**config.mk**
```make
export PLATFORM = sky130hd
export DESIGN_NAME = stb_dcache_controller
export DESIGN_NICKNAME = d
export VERILOG_FILES = /design/src/rtl/stb_pkg.sv /design/src/rtl/stb_dcache_controller.sv
export SDC_FILE = /design/constraint.sdc
export NUM_CORES = 1
export LEC_CHECK = 0
export CORE_MARGIN = 4
export CORE_UTILIZATION = 30
export CTS_CLUSTER_SIZE = 40
export DETAILED_ROUTE_END_ITERATION = 10
export GPL_ROUTABILITY_DRIVEN = 0
export GPL_TIMING_DRIVEN = 0
export MAX_ROUTING_LAYER = met4
export PLACE_DENSITY = 0.63
export SLEW_MARGIN = 20
export SYNTH_ARGS = -nofsm -noshare
export SYNTH_HDL_FRONTEND = slang
export SYNTH_SLANG_ARGS = --single-unit
```
**constraint.sdc**
```tcl
create_clock -name clk -period 2.2 [get_ports clk]
set_input_delay 0.33 -clock clk [delete_from_list [all_inputs] [get_ports clk]]
set_output_delay 0.33 -clock clk [all_outputs]
set_load 0.005 [all_outputs]
```
**src/rtl/stb_pkg.sv**
```systemverilog
// Shared store-buffer definitions.
// Contents: the drain FSM state type and the default address, data and depth
// constants. Those defaults are shared by the LSU-side controller, the store
// buffer datapath and the dcache drain controller.
package stb_pkg;

  localparam int unsigned StbAddrW = 32;
  localparam int unsigned StbDataW = 32;
  localparam int unsigned StbDepth = 8;

  typedef enum logic [1:0] {
    DRN_IDLE,
    DRN_REQ
  } drn_state_t;

endpackage

```
**src/rtl/stb_dcache_controller.sv**
```systemverilog
// Drain-side controller of the store buffer.
// It takes the committed store at the head of the store buffer, writes it to
// the data cache over a req/ack handshake, and then pops that entry. Draining
// is held back while a load is waiting for the cache. That hold ends when any
// of these is true: the buffer is full, it reaches the occupancy watermark,
// the LSU requests a fence, or the starvation counter saturates. A fence
// drains the buffer to empty and then reports completion.
//
// Ports:
//   clk, rst_n                 clock, asynchronous active-low reset
//   stb_empty/full/count       occupancy of the store buffer
//   stb_head_addr/data/sel     head entry, stable from launch until stb_rd_en
//   stb_rd_en                  pop pulse, high in the ack cycle
//   stb2dcache_*               registered write request to the data cache
//   dcache2stb_ack             cache accepted the write
//   lsu_ld_pending             a load is waiting for the cache
//   lsu_fence_req              level request to drain the buffer completely
//   stb2lsu_fence_done         registered fence completion
module stb_dcache_controller
  import stb_pkg::*;
#(
  parameter int unsigned ADDR_W     = StbAddrW,
  parameter int unsigned DATA_W     = StbDataW,
  parameter int unsigned SEL_W      = DATA_W / 8,
  parameter int unsigned DEPTH      = StbDepth,
  parameter int unsigned WATERMARK  = DEPTH / 2,
  parameter int unsigned STARVE_MAX = 8
) (
  input  logic                       clk,
  input  logic                       rst_n,
  input  logic                       stb_empty,
  input  logic                       stb_full,
  input  logic [$clog2(DEPTH+1)-1:0] stb_count,
  input  logic [ADDR_W-1:0]          stb_head_addr,
  input  logic [DATA_W-1:0]          stb_head_data,
  input  logic [SEL_W-1:0]           stb_head_sel,
  output logic                       stb_rd_en,
  output logic                       stb2dcache_req,
  output logic                       stb2dcache_w_en,
  output logic [ADDR_W-1:0]          stb2dcache_addr,
  output logic [DATA_W-1:0]          stb2dcache_wdata,
  output logic [SEL_W-1:0]           stb2dcache_sel,
  input  logic                       dcache2stb_ack,
  input  logic                       lsu_ld_pending,
  input  logic                       lsu_fence_req,
  output logic                       stb2lsu_fence_done
);

  localparam int unsigned CntW    = $clog2(DEPTH + 1);
  localparam int unsigned StarveW = $clog2(STARVE_MAX + 1);

  localparam logic [CntW-1:0]    WmarkCnt   = CntW'(WATERMARK);
  localparam logic [StarveW-1:0] StarveMaxC = StarveW'(STARVE_MAX);

  drn_state_t          state_q;
  logic                req_q;
  logic [ADDR_W-1:0]   addr_q;
  logic [DATA_W-1:0]   data_q;
  logic [SEL_W-1:0]    sel_q;
  logic [StarveW-1:0]  starve_q;
  logic                fence_done_q;
  logic                go;

  // A waiting load holds off draining. The hold ends when the buffer is full,
  // reaches the watermark, a fence is pending, or the load has been favoured
  // for STARVE_MAX consecutive cycles.
  always_comb begin
    go = !stb_empty && (!lsu_ld_pending || stb_full || (stb_count >= WmarkCnt) ||
                        lsu_fence_req || (starve_q == StarveMaxC));
  end

  always_ff @(posedge clk or negedge rst_n) begin
    if (!rst_n) begin
      state_q      <= DRN_IDLE;
      req_q        <= 1'b0;
      addr_q       <= '0;
      data_q       <= '0;
      sel_q        <= '0;
      starve_q     <= '0;
      fence_done_q <= 1'b0;
    end else begin
      // Completion latches once the buffer is empty with no request in flight.
      // It then holds for as long as the LSU keeps the fence request up.
      fence_done_q <= lsu_fence_req &&
                      (fence_done_q || (stb_empty && (state_q == DRN_IDLE)));

      unique case (state_q)
        DRN_IDLE: begin
          if (go) begin
            addr_q   <= stb_head_addr;
            data_q   <= stb_head_data;
            sel_q    <= stb_head_sel;
            req_q    <= 1'b1;
            starve_q <= '0;
            state_q  <= DRN_REQ;
          end else if (stb_empty) begin
            starve_q <= '0;
          end else if (starve_q != StarveMaxC) begin
            starve_q <= starve_q + StarveW'(1);
          end
        end
        DRN_REQ: begin
          // The FSM always returns to idle after a pop. That spare cycle lets
          // the datapath advance its head before the next launch.
          if (dcache2stb_ack) begin
            req_q   <= 1'b0;
            addr_q  <= '0;
            data_q  <= '0;
            sel_q   <= '0;
            state_q <= DRN_IDLE;
          end
        end
        default: state_q <= DRN_IDLE;
      endcase
    end
  end

  assign stb_rd_en          = (state_q == DRN_REQ) && dcache2stb_ack;
  assign stb2dcache_req     = req_q;
  assign stb2dcache_w_en    = req_q;
  assign stb2dcache_addr    = addr_q;
  assign stb2dcache_wdata   = data_q;
  assign stb2dcache_sel     = sel_q;
  assign stb2lsu_fence_done = fence_done_q;

endmodule

```
==> results of run 1 <==
-- registers in the layout, summed over array words and instances (netlist names) --
name and count:
stb2lsu_fence_done 1, stb2dcache_sel 4, stb2dcache_addr 32, stb2dcache_req 1, stb2dcache_wdata 32, starve_q 4
-- where the power goes --
| group | total, mW | internal [mW] | switching [mW] |
|---|---|---|---|
| Combinational | 1.19 | 0.716 | 0.470 |
| Clock | 0.893 | 0.402 | 0.492 |
| Sequential | 1.73 | 1.59 | 0.138 |
-- cell type report --
cell class,instances,area [um2]
multi-input combinational,226,1190
tap,136,170
timing repair buffer,150,1510
inverter,5,18.8
sequential,74,1850
buffer,28,148
fill,1015,5330
clock buffer,12,135
clock inverter,3,17.5
-- placed cells by master (no fill, tap or decap), types with 2 or more instances in the layout --
cell type,instances
ha_1,2
dfrtp_1,73
clkdlybuf4s50_1,147
o22ai_2,10
buf_2,13
o22ai_1,58
clkinv_2,2
nand2_1,136
clkbuf_1,14
inv_1,5
buf_6,3
a32o_1,3
clkbuf_8,9
nor2_1,3
buf_4,2
-- worst max-delay path by stage --
stage | from | end | slack (ns) | cells after the start
after global placement | rst_n | stb2dcache_addr[16] | -1.84 | 1
after floorplan | stb_count[3] | stb2dcache_sel[1] | 0.50 | 6
final | lsu_fence_req | stb2dcache_sel[2] | 0.15 | 5
after detailed placement | dcache2stb_ack | stb_rd_en | -0.48 | 6
after CTS | stb2dcache_req | stb2dcache_wdata[5] | 0.03 | 5
after global routing | lsu_fence_req | stb2dcache_wdata[6] | 0.05 | 5
-- worst max-delay path, cell delays in order --
cell and delay (ns):
clkdlybuf4s50_1 0.45, or4b_4 0.53, nor3_4 0.43, buf_2 0.38, o22ai_2 0.13
-- routing by layer --
metal	part of all wire (%)	wire length [um]	vias up
li1	-	-	1462
met1	46	4510	1474
met2	48	4700	100
met3	5.7	557	8
met4	0.58	57	0
met5	0	0	-
-- what timing repair did --
action                                  in CTS  in global routing
hold buffers                                 1                  0
resized for setup                            2                  2
hold endpoints to repair                    32                  0
cloned                                       0                  0
endpoints found under the setup margin      11                 11
-- stage by stage --
stage          cells  util, %  hold slack, ns  power, mW  setup TNS [ns]
5_1_grt          634     48.6           0.503       4.03               0
2_1_floorplan    336        -          0.0344       2.17               0
3_3_place_gp     620     46.9           0.499       2.93         -146.79
3_5_place_dp     621     47.0           0.308       2.95          -12.94
6_report         634     48.6           0.480       3.81               0
4_1_cts          634     48.6           0.488       3.86               0
-- logic make-up after synthesis --
kind of cell	after synthesis	synth area share, %
flops	74	57.7
buf+inv	36	5.54
mux	2	0.663
fa+ha+maj	2	0.780
compound gates	75	17.1
simple gates	147	18.2
==> impl_results.md, run 1 <==
* Top post-synthesis cells by count: nand2_1 (137), dfrtp_1 (74), o22ai_1 (58)
* Initial antenna violation count at 0
* Cells after synthesis at about 340
* R2R Setup Slk at 0.28 ns
* Antenna diodes at 0
* Peak VDD IR at ~0.33 mV
* R2R Path End: stb2dcache_wdata[4]
* First-pass GRT wire length at 15,900 um
* GR Util met2 at 24.8%
* CTS tree: done
* Postcts setup bufs at 0
* Final setup fails at 0
* Pleak at 2.16 nW
* Endpoints failing hold at 0
* CTS Root Cell: clkbuf_8
* Mapped Nets at 417
* Post-synthesis cell type count at 24
* Tmin final at 2.05 ns
* Largest net degree at the start of global routing at 43
* Ys async rst share at 100%
* Clock sinks at 74
* R2r worst-path depth at 5
* Worst Setup End Kind: flip-flop
* Gr usage total at 16.0%
* Reported max-cap violation count at 0
* Rows at 37
* Starting Density at a little under a third
* H-tree Lvls at 3
* Area after DPL at between 4000 and 5000 um2
* Avg WL per Cell at 15.5 um
* Pre-CTS WS at -0.480 ns
* Post-synthesis register bit count at 74
* Synth-to-Final Area Change at 57.1%
* Share of cells above drive strength 1 at 9.64%
* Die H at roughly 110 um
* Mapped cell area at 3210 um2
* Leading post-synthesis cells by cell area: dfrtp_1 (58%), nand2_1 (16%), o22ai_1 (11%), o22ai_2 (3.9%), buf_2 (2.0%)
* GR Overflow Total at 0
* Iteration-0 DRC count of the detailed router at 104
* Post-synth top area cell: dfrtp_1
* Met3 GRT Util at roughly 4.0%
* Pwr/cell area at 755 nW/um2
* Clock skew at about 0.011 ns
* Hold/Removal Path Class: input pin to asynchronous set/reset pin
* PortBufs at 148
* Vias per std cell at between 4 and 5
* Die area at 12,400 um2
* Routed wire length at 9820 um
* RR Startpoint: stb2dcache_req
* Vias in the first global route at 3,108
* Post-synth EDFFs at 0
* Most common cell in the netlist: nand2_1
* Worst-margin pin slew at about 0.46 ns
* Nets@finish at 575
* Critical path peak fanout at 10
* Core area at 10,400 um2
* Detailed-route via count at a little over 3,000
* WS Path Type: input pin to flip-flop
* IO Pins at between 150 and 200
* Post-route ant nets at 0
* Syn avg cell area at 9.55 um2
* Seq/Total Area, Yosys at 57.7%
* Slew margin rel. at 69.3%
* Clock latency on the worst-skew pair at 0.34 ns
* Yosys warns at 0
* Met1 usage at 21.1%
* Worst path arrival time at 2.26 ns
* DRC violations left at 0
* Slew Viols, Final at 0
* Status: finished clean
* HPWL after detailed placement at 7090 um
* Unrepaired setup endpoints after global routing: no
* Drt pass-1 iters at 6
* Clk pin slew, worst setup/hold paths at 0.08 ns
* Final worst slack at 0.153 ns
* Startpoint types: input pin
* Fin crit share at 93.0%
* Yosys top cell area share at 57.7%
* Most common flop cell mapped by yosys: dfrtp_1
* Cell area after layout at ~5000 um2
* CTS buffer count at 9
* Fmax at a little under 0.5 GHz
* Die Wd at approximately 110 um
* CTS Buffer Depth at 2
* Req. time, crit path at 2.41 ns
* Busiest grt layer: met2
Note: power is estimated with default switching activity, not from simulation.
==> inputs of run 2 (changes only) <==
--- a/config.mk
+++ b/config.mk
@@ -5,8 +5,11 @@
 export SDC_FILE = /design/constraint.sdc
 export NUM_CORES = 1
 export LEC_CHECK = 0
+export CORE_ASPECT_RATIO = 1.2
 export CORE_MARGIN = 4
 export CORE_UTILIZATION = 30
+export CTS_BUF_LIST = sky130_fd_sc_hd__clkbuf_4
+export CTS_CLUSTER_DIAMETER = 150
 export CTS_CLUSTER_SIZE = 40
 export DETAILED_ROUTE_END_ITERATION = 10
 export GPL_ROUTABILITY_DRIVEN = 0
==> run 2 against run 1 <==
Compared with the run above: sequential power is essentially flat; via count up 0.92%; critical path depth stayed put; count of clock-buffer cells in the layout down 2; worst hold slack worse by 0.14 ns; clock skew fell by 0.0015 ns; critical endpoint is now stb_rd_en; largest power group unchanged.
==> impl_results.md, run 2 (synthesized netlist as in run 1, its figures left out) <==
* HPWL after detailed placement at 7150 um (+0.90%)
* Reported max-cap violation count at 0 (unchanged)
* Hold/Removal Path Class: input pin to asynchronous set/reset pin
* Die area at 12,400 um2 (about the same)
* Avg WL per Cell at 15.8 um (+2.1%)
* Routed wire length at 9970 um (+1.5%)
* Final setup fails at 0 (unchanged)
* WS Path Type: input pin to primary output
* Vias in the first global route at 3,159 (+1.6%)
* CTS tree: done
* Post-route ant nets at 0 (unchanged)
* Slew margin rel. at 67.2% (-2.1 points)
* Core area at 10,500 um2 (+0.92%)
* Fmax at 0.467 GHz (-4.5%)
* CTS buffer count at 9 (unchanged)
* Status: finished clean
* Req. time, crit path at 1.87 ns (-0.54 ns)
* Peak VDD IR at 0.284 mV (-13%)
* Unrepaired setup endpoints after global routing: no
* Initial antenna violation count at 0 (unchanged)
* Slew Viols, Final at 0 (unchanged)
* Clock sinks at 74 (unchanged)
* GR Overflow Total at 0 (unchanged)
* Clk pin slew, worst setup/hold paths at 0.11 ns (+0.03 ns)
* Worst path arrival time at 1.81 ns (-0.45 ns)
* Clock latency on the worst-skew pair at 0.41 ns (+0.07 ns)
* Worst Setup End Kind: primary output
* Die Wd at 102 um (-8.1%)
* Endpoints failing hold at 0 (unchanged)
* R2R Setup Slk at 0.29 ns (about the same)
* Startpoint types: input pin
* CTS Root Cell: clkbuf_4
* IO Pins at 151 (unchanged)
* Tmin final at 2.14 ns (+0.0965 ns)
* Pleak at 2.16 nW (about the same)
* Clock skew at 0.00917 ns (-0.00153 ns)
* DRC violations left at 0 (unchanged)
* Most frequent cells in the layout: clkdlybuf4s50_1 (147), nand2_1 (136), dfrtp_1 (73), o22ai_1 (58), buf_2 (13)
* H-tree Lvls at 3 (unchanged)
* Rows at 41 (+11%)
* Drt pass-1 iters at 4 (-2)
* First-pass GRT wire length at 16,000 um (+0.35%)
* Largest net degree at the start of global routing at 53 (+23%)
* Commonest non-fill, non-tap cell in the layout: clkdlybuf4s50_1
* Iteration-0 DRC count of the detailed router at 147 (+41%)
* Cell area after layout at 5020 um2 (-0.50%)
* Share of cells above drive strength 1 at 10.4% (+0.74 points)
* Fin crit share at 97.4% (+4.4 points)
* Antenna diodes at 0 (unchanged)
* Die H at 121 um (+8.9%)
* Pwr/cell area at 721 nW/um2 (-4.5%)
* Vias per std cell at 4.88 (+1.6%)
* Nets@finish at 578 (+0.52%)
* Worst-margin pin slew at 0.492 ns (+0.0323 ns)
* Starting Density at 30.7% (-0.28 points)
* Detailed-route via count at 3,072 (+0.92%)
* PortBufs at 148 (unchanged)
* Area after DPL at 4880 um2 (about the same)
* Gr usage total at 16.7% (+0.77 points)
* Synth-to-Final Area Change at 56.3%
* Core Util, Final at 47.9% (-0.68 points)
* CTS Buffer Depth at 2 (unchanged)
* Critical path peak fanout at 15 (+5)
## run 2: changes by cell type in the layout (fill, tap and decap cells not counted), moves of 2 or more
cell,previous run,this run
clkinv_1,0,2
clkbuf_4,0,11
clkbuf_8,9,0
buf_4,2,4
clkbuf_1,14,11
## run 2: routing by layer
layer	GRT usage, %	up-vias	wire (um)	part of all wire [%]
met2	24.5	117	4620	46
met1	22.9	1474	4470	45
met3	3.11	14	704	7.1
met4	6.56	0	172	1.7
met5	-	-	0	0
li1	-	1467	-	-
## run 2: layout make-up
| cell class | instances | area [um2] |
|---|---|---|
| Tap cell | 129 | 161 |
| Fill cell | 1019 | 5450 |
| Sequential cell | 74 | 1850 |
| Timing Repair Buffer | 152 | 1530 |
| Buffer | 29 | 155 |
| Clock buffer | 10 | 75.1 |
| Inverter | 5 | 18.8 |
| Multi-Input combinational cell | 226 | 1200 |
| Clock inverter | 5 | 22.5 |
## run 2: final timing paths
check	startpoint	endpoint	cells past startpoint
worst max register to register	stb2dcache_req	stb2dcache_sel[2]	5
worst min register to register	stb2lsu_fence_done	stb2lsu_fence_done	2
worst max-delay path	dcache2stb_ack	stb_rd_en	5
worst min-delay path	rst_n	stb2dcache_wdata[27]	2
min in group clk	stb_head_addr[25]	stb2dcache_addr[25]	3
max in group asynchronous	rst_n	stb2dcache_req	3
## run 2: worst max-delay path: stages
cell and delay, ns:
clkdlybuf4s50_1 0.58, nand2_8 0.13, clkbuf_4 0.22, inv_1 0.06, clkdlybuf4s50_1 0.49
## run 2: report_power, final
group	leakage (nW)	internal [mW]	total, mW	switching, mW
sequential	0.950	1.59	1.73	0.138
clock	0.0609	0.227	0.683	0.457
combinational	1.15	0.728	1.21	0.480
total	2.16	2.54	3.62	1.08
## run 2: per-stage QoR
step / power [mW] / std cells / setup WS, ns / hold WS, ns / TNS (ns)
2_1_floorplan: 2.17 / 336 / 0.501 / 0.0344 / 0
3_3_place_gp: 2.93 / 613 / -1.83 / 0.500 / -142.65
3_5_place_dp: 2.96 / 614 / -0.538 / 0.257 / -8.42
4_1_cts: 3.67 / 630 / 0.0216 / 0.324 / 0
5_1_grt: 3.86 / 630 / 0.00222 / 0.331 / 0
6_report: 3.62 / 630 / 0.0566 / 0.345 / 0
## run 2: what timing repair did
action                                 CTS  global route
endpoints found under the hold margin   22             0
setup endpoints to repair               11            11
resized for setup                        5             2
setup buffers                            2             0
hold buffers                             1             0
==> inputs of run 3 (changes only) <==
--- a/config.mk
+++ b/config.mk
@@ -14,7 +14,6 @@
 export DETAILED_ROUTE_END_ITERATION = 10
 export GPL_ROUTABILITY_DRIVEN = 0
 export GPL_TIMING_DRIVEN = 0
-export MAX_ROUTING_LAYER = met4
 export PLACE_DENSITY = 0.63
 export SLEW_MARGIN = 20
 export SYNTH_ARGS = -nofsm -noshare
==> run 3 against run 2 <==
Compared with the run above: core utilization did not move; power is 0.11% lower; first-iteration DRC count fell by 3.4%; register-to-register slack about the same; maximum frequency increased by 0.34%; count of clock-buffer cells in the layout is the same; critical endpoint unchanged.
==> impl_results.md, run 3 (synthesized netlist as in run 1, its figures left out) <==
* Status: finished clean
* Clock sinks at 74 (unchanged)
* Iteration-0 DRC count of the detailed router at 142 (-3.4%)
* Die Wd at 102 um (unchanged)
* Starting Density at 30.7% (unchanged)
* Worst Setup End Kind: primary output
* RR Startpoint: stb2dcache_req
* Die area at 12,400 um2 (unchanged)
* Area after DPL at 4880 um2 (unchanged)
* Nets@finish at 578 (unchanged)
* Startpoint types: input pin
* H-tree Lvls at 3 (unchanged)
* Slew margin rel. at 67.3% (about the same)
* HPWL after detailed placement at 7150 um (unchanged)
* CTS Buffer Depth at 2 (unchanged)
* GR Overflow Total at 0 (unchanged)
* Pre-CTS WS at -0.538 ns (unchanged)
* Endpoints failing hold at 0 (unchanged)
* Tmin final at 2.14 ns (-0.00718 ns)
* Peak VDD IR at 0.284 mV (about the same)
* DRC violations left at 0 (unchanged)
* Drt pass-1 iters at 4 (unchanged)
* Avg WL per Cell at 15.7 um (-0.52%)
* Placed cell count at 614 (unchanged)
* Die H at 121 um (unchanged)
* Req. time, crit path at 1.87 ns (about the same)
* Crit path to: stb_rd_en
* Fin crit share at 97.1% (-0.33 points)
* Clock skew at 0.0109 ns (+0.00175 ns)
* CTS tree: done
* CTS Root Cell: clkbuf_4
* Worst-margin pin slew at 0.491 ns (-0.000681 ns)
* Commonest non-fill, non-tap cell in the layout: clkdlybuf4s50_1
* Rows at 41 (unchanged)
* Synth-to-Final Area Change at 56.3% (unchanged)
* Pwr/cell area at 721 nW/um2 (-0.11%)
* Vias in the first global route at 3,162 (+0.095%)
* Power, Total at 3.61 mW (-0.11%)
* Antenna diodes at 0 (unchanged)
* PortBufs at 148 (unchanged)
* Crit path from: dcache2stb_ack
* Clock latency on the worst-skew pair at 0.41 ns (about the same)
* Hold/Removal Path Class: input pin to asynchronous set/reset pin
* Cell area after layout at 5020 um2 (unchanged)
* Core area at 10,500 um2 (unchanged)
* CTS buffer count at 9 (unchanged)
* Final worst slack at 0.0638 ns (+0.00718 ns)
* Initial antenna violation count at 0 (unchanged)
* Most frequent cells in the layout: clkdlybuf4s50_1 (147), nand2_1 (136), dfrtp_1 (73), o22ai_1 (58), buf_2 (13)
* Pleak at 2.16 nW (unchanged)
* Final std cells w/o fill at 630 (unchanged)
* Worst path arrival time at 1.81 ns (about the same)
* Clk pin slew, worst setup/hold paths at 0.11 ns (about the same)
* Share of cells above drive strength 1 at 10.4% (unchanged)
* Gr usage total at 16.3% (-0.48 points)
* Slew Viols, Final at 0 (unchanged)
* Post-route ant nets at 0 (unchanged)
* Detailed-route via count at 3,102 (+0.98%)
* R2R Setup Slk at 0.28 ns (about the same)
* Reported max-cap violation count at 0 (unchanged)
* IO Pins at 151 (unchanged)
* First-pass GRT wire length at 15,900 um (-0.17%)
* Largest net degree at the start of global routing at 53 (unchanged)
* Final setup TNS at 0 ns (unchanged)
* Routed wire length at 9910 um (-0.52%)
* Final setup fails at 0 (unchanged)
* Vias per std cell at 4.92 (+0.98%)
* R2R Path End: stb2dcache_sel[2]
* Fmax at 0.468 GHz (+0.34%)
* Unrepaired setup endpoints after global routing: no
* Critical path peak fanout at 15 (unchanged)
* R2r worst-path depth at 5 (unchanged)
* WS Path Type: input pin to primary output
## run 3: cell counts in the layout (fill, tap and decap cells not counted)
No cell type changed its count.
## run 3: final cells by class
class / instances / area, um2
Buffer: 29 / 155
Clock buffer: 10 / 75.1
Clock inverter: 5 / 22.5
Fill cell: 1019 / 5450
Inverter: 5 / 18.8
Multi-Input combinational cell: 226 / 1200
Sequential cell: 74 / 1850
Tap cell: 129 / 161
Timing Repair Buffer: 152 / 1530
## run 3: worst min path at each step
stage / slack, ns / start / endpoint / cells after the start
after floorplan: 0.03 / rst_n / starve_q[0] / 0
after global placement: 0.50 / stb2lsu_fence_done / stb2lsu_fence_done / 2
after detailed placement: 0.26 / rst_n / stb2dcache_wdata[27] / 1
after CTS: 0.32 / rst_n / stb2dcache_wdata[18] / 2
after global routing: 0.33 / rst_n / stb2dcache_wdata[18] / 2
final: 0.35 / rst_n / stb2dcache_wdata[27] / 2
## run 3: repair_timing
action                     4_1_cts  5_1_grt
hold endpoints to repair        22        0
hold buffers                     1        0
resized for setup                5        2
gates cloned                     0        0
buffers inserted                 2        0
setup endpoints to repair       11        9
## run 3: layer usage
layer / track usage, % / up-vias / wire [um]
met5: 0 / - / 0
met4: 6.56 / 0 / 174
met3: 3.57 / 14 / 721
met2: 24.6 / 117 / 4610
met1: 22.4 / 1501 / 4400
li1: - / 1470 / -
## run 3: through the flow
step / util (%) / hold slack, ns
CTS: 47.8 / 0.324
detailed placement: 46.6 / 0.257
finish: 47.9 / 0.348
floorplan: - / 0.0344
global placement: 46.4 / 0.500
global route: 47.9 / 0.331
## run 3: power by group
| group | switching (mW) | internal [mW] |
|---|---|---|
| combinational | 0.479 | 0.728 |
| clock | 0.454 | 0.227 |
| sequential | 0.138 | 1.59 |
## run 3: worst max-delay path, stage by stage
cell and delay [ns]:
clkdlybuf4s50_1 0.58, nand2_8 0.13, clkbuf_4 0.21, inv_1 0.06
clkdlybuf4s50_1 0.49
